### src/rtl/serial_sum_decomposer.sv
// Bit-serial recovery of operand A from a (WIDTH+1)-bit sum and known operand B.
// One difference bit per cycle, LSB first, with a ripple borrow flop.
module serial_sum_decomposer #(
    parameter int WIDTH = 16
) (
    input  logic             pclk,
    input  logic             prst,
    input  logic             pstart,
    input  logic [WIDTH:0]   psum,
    input  logic [WIDTH-1:0] pb,
    output logic [WIDTH-1:0] pa,
    output logic             perr,
    output logic             pvalid,
    output logic             pbusy
);
    localparam int CW = $clog2(WIDTH + 1);
    localparam logic [CW-1:0] LAST = CW'(WIDTH);

    typedef enum logic [1:0] {IDLE, SHIFT, DONE} state_t;

    state_t state, state_nxt;

    logic [WIDTH:0]   sum_sr;
    logic [WIDTH-1:0] b_sr;
    logic [WIDTH-1:0] res_sr;
    logic [CW-1:0]    cnt;
    logic             borrow;
    logic             s_i, b_i, diff, borrow_nxt;

    assign s_i        = sum_sr[0];
    assign b_i        = b_sr[0];
    assign diff       = s_i ^ b_i ^ borrow;
    assign borrow_nxt = (~s_i & b_i) | (~(s_i ^ b_i) & borrow);

    always_ff @(posedge pclk or posedge prst) begin
        if (prst) state <= IDLE;
        else      state <= state_nxt;
    end

    always_comb begin
        state_nxt = state;
        pvalid    = 1'b0;
        pbusy     = 1'b0;
        case (state)
            IDLE:  if (pstart) state_nxt = SHIFT;
            SHIFT: begin
                pbusy = 1'b1;
                if (cnt == LAST) state_nxt = DONE;
            end
            DONE: begin
                pbusy     = 1'b1;
                pvalid    = 1'b1;
                state_nxt = IDLE;
            end
            default: state_nxt = IDLE;
        endcase
    end

    // b_sr zero-fills from the top, so the B bit seen at index WIDTH is 0.
    always_ff @(posedge pclk or posedge prst) begin
        if (prst) begin
            sum_sr <= '0;
            b_sr   <= '0;
            res_sr <= '0;
            cnt    <= '0;
            borrow <= 1'b0;
            pa     <= '0;
            perr   <= 1'b0;
        end else begin
            case (state)
                IDLE: if (pstart) begin
                    sum_sr <= psum;
                    b_sr   <= pb;
                    borrow <= 1'b0;
                    cnt    <= '0;
                end
                SHIFT: begin
                    sum_sr <= sum_sr >> 1;
                    b_sr   <= b_sr >> 1;
                    borrow <= borrow_nxt;
                    cnt    <= cnt + 1'b1;
                    if (cnt != LAST) begin
                        res_sr <= {diff, res_sr[WIDTH-1:1]};
                    end else begin
                        pa   <= res_sr;
                        perr <= diff | borrow_nxt;
                    end
                end
                default: ;
            endcase
        end
    end
endmodule

### config.mk
export PLATFORM = sky130hd
export DESIGN_NAME = serial_sum_decomposer
export DESIGN_NICKNAME = d
export VERILOG_FILES = /design/src/rtl/serial_sum_decomposer.sv
export SDC_FILE = /design/constraint.sdc
export NUM_CORES = 1
export LEC_CHECK = 0
export CAP_MARGIN = 20
export CORE_ASPECT_RATIO = 0.6
export CORE_MARGIN = 2
export CORE_UTILIZATION = 53
export DETAILED_ROUTE_END_ITERATION = 10
export PLACE_DENSITY = 0.8
export SETUP_SLACK_MARGIN = 0.1
export SYNTH_ARGS = -nofsm -noshare
export SYNTH_HDL_FRONTEND = slang
export SYNTH_SLANG_ARGS = --single-unit
### constraint.sdc
create_clock -name pclk -period 3.1 [get_ports pclk]
set_input_delay 0.465 -clock pclk [delete_from_list [all_inputs] [get_ports pclk]]
set_output_delay 0.465 -clock pclk [all_outputs]
set_load 0.005 [all_outputs]
==> results.sh, run 1 <==
export IMPL_post_layout_total_power_uw=3610
export IMPL_worst_slew_pin_transition_ns=0.678
export IMPL_worstPathCellList="inv_1 -> ha_1 -> mux2i_4 -> buf_4 -> nand2_1 -> o21ai_1"
export IMPL_floorplan_io_pins=55
export IMPL_cts_path_max_buffers=2
export IMPL_cp_data_arrival_time_ns=2.42
export IMPL_endpoint_kind="flop"
export IMPL_final_cell_mix="sky130_fd_sc_hd__dfrtp_1, sky130_fd_sc_hd__clkdlybuf4s50_1, sky130_fd_sc_hd__nand2_1, sky130_fd_sc_hd__o21ai_1, sky130_fd_sc_hd__mux2i_1"
export IMPL_leakagePower_uw=0.00178
export IMPL_critical_path_n_buffers_inverters=2
export IMPL_design_core_area_um2=6080
export IMPL_post_dp_hpwl_um=4170
export IMPL_wire_length_of_the_first_global_routing_pass_um=10600
export IMPL_status="complete, no violations"
export IMPL_minimum_hold_slack_ns=0.486
export IMPL_irDropWorstVdd_v=0.000551
export IMPL_grt_max_degree=35
export IMPL_setup_worst_path_start="state[0]$_DFFE_PP0P_"
export IMPL_clock_sinks=74
export IMPL_cap_violations=0
export IMPL_cts_post_setup_buffers_inserted=0
export IMPL_wl_per_cell_um=14.7
export IMPL_setup_tns_final_ns=0
export IMPL_routedLengthMet1_um=2930
export IMPL_num_vias=2157
export IMPL_fillerInstances=438
export IMPL_final_common_cell="sky130_fd_sc_hd__dfrtp_1"
export IMPL_areal_power_density_over_the_cells_nw_per_um2=871
export IMPL_initial_core_util_pct=54.4
export IMPL_layout_area_overhead_vs_synth_pct=25.5
export IMPL_dr_pass1_iters=4
export IMPL_cts_tree="yes"
export IMPL_critPathTopFamily="multiplexers"
export IMPL_synth_warning_count=0
export IMPL_clk_latency_ns=0.34
export IMPL_num_antenna_cells=0
export IMPL_routed_wl_met3_um=297
export IMPL_netlist_cell_type_count=33
export IMPL_synth_nets=313
export IMPL_instances_no_fill=417
export IMPL_fp_dieArea_um2=6910
export IMPL_timing_fmax_mhz=466
export IMPL_post_dr_vias_cell=5.17
export IMPL_grt_util_all_layers_pct=20.1
export IMPL_routed_wl_um=6140
export IMPL_grt_pass1_vias=2208
export IMPL_finClkSkew_ns=0.00377
export IMPL_worstPathRequired_ns=3.37
export IMPL_cts_root_buf="sky130_fd_sc_hd__clkbuf_8"
export IMPL_final_nets=370
export IMPL_post_synthesis_sequential_area_ratio_pct=56.0
export IMPL_synthesized_netlist_cell_count=271
export IMPL_post_route_cells_drive_above_1_share_pct=12.9
export IMPL_timing_hold_worst_start="b_sr[12]$_DFFE_PP0P_"
export IMPL_overflow=0
export IMPL_cp_slowest_stage_delay_ns=0.67
export IMPL_die_w_um=106
export IMPL_slowest_stage="sky130_fd_sc_hd__mux2i_4"
export IMPL_route_detailed_drc=0
export IMPL_core_rowCount=22
export IMPL_detailroute_wirelength_met2_um=2830
export IMPL_antenna_violations_before_repair=0
export IMPL_post_route_min_period_ns=2.15
export IMPL_setup_repair_after_global_routing_missed_its_margin="false"
export IMPL_ctsResizeCount=0
export IMPL_finalWeightedCongestion=0.713
export IMPL_cp_max_fo=28
export IMPL_synthesized_area_um2=3310
export IMPL_final_antenna_net_count=0
export IMPL_floorplan_die_height_um=65.2
export IMPL_max_slew_violation_count=0
export IMPL_post_synth_cell_area_avg_um2=12.2
export IMPL_setup_violations=0
export IMPL_ctsHoldBuffers=0
export IMPL_port_buffer_count=54
export IMPL_clock_tree_htree_level_count=3
export IMPL_highest_signal_layer="met4"
export IMPL_criticalPathCategory="reg2reg"
export IMPL_timing_final_crit_share_pct=69.3
export IMPL_timing_max_slew_rel_slack_pct=53.8
export IMPL_synth_ff_latch_count=74
export IMPL_cp_start_kind="flop"
export IMPL_worstHoldPathType="reg2reg"
export IMPL_detailedRoute_firstIterationViolations=144
export IMPL_timing_final_hold_violations=0
export IMPL_dpl_cell_count=401
export IMPL_cts_clk_slew_worst_paths_ns=0.08
export IMPL_cts_buffers_inserted=9
export IMPL_worstReg2RegStart="state[0]$_DFFE_PP0P_"
power breakdown:
| part | leakage, uW | switching, uW | internal (uW) |
|---|---|---|---|
| combinational | 0.000829 | 666 | 590 |
| clock | 0.000109 | 350 | 473 |
| sequential | 0.000838 | 225 | 1310 |
worst paths after layout:
check,to,cells past startpoint,slack (ns)
max,sum_sr[12]$_DFFE_PP0P_,6,0.95
min,b_sr[12]$_DFFE_PP0P_,2,0.49
max reg2reg,sum_sr[12]$_DFFE_PP0P_,6,0.95
min in group asynchronous,sum_sr[14]$_DFFE_PP0P_,2,0.55
max in group asynchronous,res_sr[12]$_DFFE_PP0P_,3,1.81
min reg2reg,b_sr[12]$_DFFE_PP0P_,2,0.49
sequential cells by signal (all words and copies together) (netlist names):
name    flops
sum_sr     17
b_sr       16
pa         16
res_sr     16
cnt         5
state       2
borrow      1
perr        1
cell families (layout without fill, tap and decap cells):
family                     after synthesis  in the layout  share of synthesized area [%]
DFF                                     74             74                           56.0
and+or+nand+nor                         52             52                           7.38
adders and majority gates                6              6                           2.50
muxes                                   64             64                           21.7
AOI/OAI and AO/OA                       53             53                           9.04
buffers and inverters                   22             84                           3.41
cells in the mapped netlist:
| master | instances | area share (%) |
|---|---|---|
| sky130_fd_sc_hd__nor2b_1 | 3 | 0.57 |
| sky130_fd_sc_hd__a31o_2 | 1 | 0.26 |
| sky130_fd_sc_hd__buf_2 | 12 | 1.8 |
| sky130_fd_sc_hd__nor2_1 | 2 | 0.23 |
| sky130_fd_sc_hd__fa_1 | 1 | 0.61 |
| sky130_fd_sc_hd__nand2b_1 | 1 | 0.19 |
| sky130_fd_sc_hd__mux2_4 | 10 | 4.5 |
| sky130_fd_sc_hd__mux2_1 | 16 | 5.4 |
| sky130_fd_sc_hd__a31oi_1 | 1 | 0.19 |
| sky130_fd_sc_hd__a32oi_1 | 1 | 0.26 |
| sky130_fd_sc_hd__mux2_2 | 5 | 1.7 |
| sky130_fd_sc_hd__nand2_2 | 1 | 0.19 |
| sky130_fd_sc_hd__a32o_1 | 1 | 0.30 |
| sky130_fd_sc_hd__a41oi_1 | 1 | 0.26 |
| sky130_fd_sc_hd__o41ai_1 | 1 | 0.26 |
| sky130_fd_sc_hd__o31ai_1 | 2 | 0.45 |
| sky130_fd_sc_hd__buf_6 | 2 | 0.68 |
| sky130_fd_sc_hd__nand2_1 | 38 | 4.3 |
| sky130_fd_sc_hd__o21ai_0 | 2 | 0.30 |
| sky130_fd_sc_hd__a311o_1 | 1 | 0.30 |
| sky130_fd_sc_hd__nand3_1 | 2 | 0.30 |
| sky130_fd_sc_hd__mux2i_1 | 33 | 10 |
| sky130_fd_sc_hd__nand4bb_1 | 1 | 0.34 |
| sky130_fd_sc_hd__ha_1 | 5 | 1.9 |
| sky130_fd_sc_hd__a22oi_1 | 1 | 0.23 |
| sky130_fd_sc_hd__nand2_4 | 1 | 0.34 |
| sky130_fd_sc_hd__and4bb_4 | 1 | 0.49 |
| sky130_fd_sc_hd__nor3b_1 | 1 | 0.23 |
| sky130_fd_sc_hd__inv_1 | 8 | 0.91 |
| sky130_fd_sc_hd__and2_1 | 1 | 0.19 |
| sky130_fd_sc_hd__o21ai_1 | 34 | 5.1 |
| sky130_fd_sc_hd__a21oi_1 | 7 | 1.1 |
| sky130_fd_sc_hd__dfrtp_1 | 74 | 56 |
metrics by stage:
| stage | util, % | setup WS [ns] | cell area [um2] |
|---|---|---|---|
| global placement | 64.6 | 0.938 | 3930 |
| CTS | 68.2 | 0.959 | 4150 |
| finish | 68.2 | 0.953 | 4150 |
| detailed placement | 64.6 | 0.827 | 3930 |
| global route | 68.2 | 0.735 | 4150 |
| floorplan | - | 0.753 | 3310 |
worst register-to-register path, delay by kind of cell (launching register included):
kind	cells	cell delay, ns
compound gates	1	0.08
fa+ha+maj	1	0.34
flops	1	0.39
buf+inv	2	0.50
mux	1	0.67
simple gates	1	0.10
area by class of cell:
cell class	count	area, um2	area share, %
Multi-Input combinational cell	175	1360	32.7
Clock inverter	5	77.6	1.87
Clock buffer	11	141	3.41
Timing Repair Buffer	60	586	14.1
Inverter	8	30.0	0.724
Tap cell	84	105	2.53
Sequential cell	74	1850	44.6
metal layers:
layer	up-vias	GRT usage, %
li1	1060	-
met1	1045	27.0
met2	43	31.5
met3	9	6.45
met4	0	6.41
met5	-	0
No activity file was read; power rests on OpenSTA's default activity.
==> inputs of run 2 (changes only) <==
clock period = 2.1 ns   (was 3.1 ns; I/O delays follow)
==> results.sh, run 2 (synthesis gave the netlist of run 1 again) <==
export IMPL_status="complete, no violations"
export IMPL_worstReg2RegStart="state[1]$_DFFE_PP0P_"
export IMPL_largest_reg_flops=17
export IMPL_final_common_cell="sky130_fd_sc_hd__dfrtp_1"
export IMPL_design_core_area_um2=6080
export IMPL_setup_ws_ns=0.201
export IMPL_die_w_um=106
export IMPL_clk_latency_ns=0.34
export IMPL_p_clk_share_pct=18.0
export IMPL_setup_violations=0
export IMPL_dr_pass1_iters=4
export IMPL_timing_final_crit_share_pct=90.4
export IMPL_layout_area_overhead_vs_synth_pct=24.3
export IMPL_highest_signal_layer="met4"
export IMPL_worst_r2r_path_depth=6
export IMPL_routed_wl_met3_um=263
export IMPL_cp_data_arrival_time_ns=1.58
export IMPL_worstHoldPathType="in2async"
export IMPL_crit_reg2reg_capture="b_sr[13]$_DFFE_PP0P_"
export IMPL_dpl_cell_count=400
export IMPL_rrSetupSlack_ns=0.27
export IMPL_cp_start_kind="flop"
export IMPL_leakagePower_uw=0.00175
export IMPL_grt_pass1_vias=2131
export IMPL_routed_wl_um=5910
export IMPL_setup_tns_final_ns=0
export IMPL_pwr_share_seq_pct=44.6
export IMPL_timing_final_hold_violations=0
export IMPL_grt_util_all_layers_pct=19.5
export IMPL_setup_repair_after_global_routing_missed_its_margin="false"
export IMPL_max_slew_violation_count=0
export IMPL_wl_per_cell_um=14.2
export IMPL_dp_slack_ns=0.304
export IMPL_cts_buffers_inserted=9
export IMPL_floorplan_io_pins=55
export IMPL_initial_core_util_pct=54.4
export IMPL_post_dp_hpwl_um=4070
export IMPL_post_route_cells_drive_above_1_share_pct=12.7
export IMPL_cp_max_fo=3
export IMPL_timing_max_slew_rel_slack_pct=73.5
export IMPL_final_nets=369
export IMPL_switching_share_of_power_pct=35.7
export IMPL_cts_clk_slew_worst_paths_ns=0.07
export IMPL_routedLengthMet1_um=2940
export IMPL_minimum_hold_slack_ns=0.430
export IMPL_share_comb_of_total_power_pct=37.4
export IMPL_fp_dieArea_um2=6910
export IMPL_overflow=0
export IMPL_antenna_violations_before_repair=0
export IMPL_internal_power_uw=3240
export IMPL_cts_path_max_buffers=2
export IMPL_cts_root_buf="sky130_fd_sc_hd__clkbuf_8"
export IMPL_core_rowCount=22
export IMPL_detailroute_wirelength_met2_um=2620
export IMPL_cts_tree="yes"
export IMPL_port_buffer_count=54
export IMPL_finClkSkew_ns=0.00591
export IMPL_timing_fmax_mhz=527
export IMPL_ctsHoldBuffers=0
export IMPL_power_switching_uw=1800
export IMPL_instances_no_fill=415
export IMPL_irDropWorstVdd_v=0.000559
export IMPL_post_route_min_period_ns=1.90
export IMPL_cap_violations=0
export IMPL_finalCoreUtilization_pct=67.6
export IMPL_ctsResizeCount=0
export IMPL_clock_tree_htree_level_count=3
export IMPL_clock_sinks=74
export IMPL_wire_length_of_the_first_global_routing_pass_um=10300
export IMPL_final_antenna_net_count=0
export IMPL_num_vias=2183
export IMPL_worst_slew_pin_transition_ns=0.397
export IMPL_endpoint_kind="primary output"
export IMPL_final_cell_mix="sky130_fd_sc_hd__dfrtp_1, sky130_fd_sc_hd__clkdlybuf4s50_1, sky130_fd_sc_hd__nand2_1, sky130_fd_sc_hd__o21ai_1, sky130_fd_sc_hd__mux2i_1"
export IMPL_floorplan_die_height_um=65.2
export IMPL_finalWeightedCongestion=0.849
export IMPL_post_dr_vias_cell=5.26
export IMPL_cts_post_setup_buffers_inserted=0
export IMPL_areal_power_density_over_the_cells_nw_per_um2=1230
export IMPL_worstPathRequired_ns=1.78
export IMPL_route_detailed_drc=0
export IMPL_largest_register="sum_sr"
export IMPL_detailedRoute_firstIterationViolations=83
export IMPL_grt_max_degree=75
export IMPL_num_antenna_cells=0
export IMPL_criticalPathCategory="reg2out"
[run 2: cell types whose count changed in the layout (fill, tap and decap cells not counted), sizes merged]
cell,change
buf,-1
clkbuf,-2
inv,-1
clkinvlp,+2
clkinv,+2
bufinv,-2
[run 2: per-layer routing]
| metal | up-vias | GRT usage, % |
|---|---|---|
| li1 | 1065 | - |
| met1 | 1063 | 26.9 |
| met2 | 46 | 29.4 |
| met3 | 9 | 5.65 |
| met4 | 0 | 7.89 |
| met5 | - | 0 |
[run 2: worst max-delay path by stage]
stage                    startpoint                    to  slack [ns]
5_1_grt        state[1]$_DFFE_PP0P_   b_sr[1]$_DFFE_PP0P_        0.12
3_3_place_gp                 pstart  b_sr[14]$_DFFE_PP0P_        0.34
4_1_cts        state[1]$_DFFE_PP0P_                 pbusy        0.18
3_5_place_dp                 pstart   b_sr[7]$_DFFE_PP0P_        0.30
6_report       state[1]$_DFFE_PP0P_                 pbusy        0.20
2_1_floorplan  state[0]$_DFFE_PP0P_    cnt[3]$_DFFE_PP0P_        0.52
[run 2: per-stage QoR]
stage	power, uW	instance area [um2]
5_1_grt	5460	4110
2_1_floorplan	3680	3310
4_1_cts	5090	4110
3_5_place_dp	4180	3950
3_3_place_gp	4080	3950
6_report	5040	4110
[run 2: final cells by class]
class / instances / area (um2)
Multi-Input combinational cell: 175 / 1360
Fill cell: 447 / 1970
Sequential cell: 74 / 1850
Tap cell: 84 / 105
Timing Repair Buffer: 59 / 603
Clock inverter: 6 / 35.0
Inverter: 8 / 33.8
Clock buffer: 9 / 124
[run 2: power by group through the flow]
stage	sequential, uW	clock [uW]	combinational (uW)
6_report	2250	907	1890
3_3_place_gp	2250	0	1830
2_1_floorplan	2170	0	1500
5_1_grt	2320	1010	2130
3_5_place_dp	2270	0	1910
4_1_cts	2250	935	1910
[run 2: worst max-delay path, cell delays in order, from the launching register on]
cell and delay (ns):
sky130_fd_sc_hd__dfrtp_1 0.40, sky130_fd_sc_hd__inv_1 0.08, sky130_fd_sc_hd__ha_1 0.28, sky130_fd_sc_hd__clkdlybuf4s50_1 0.49
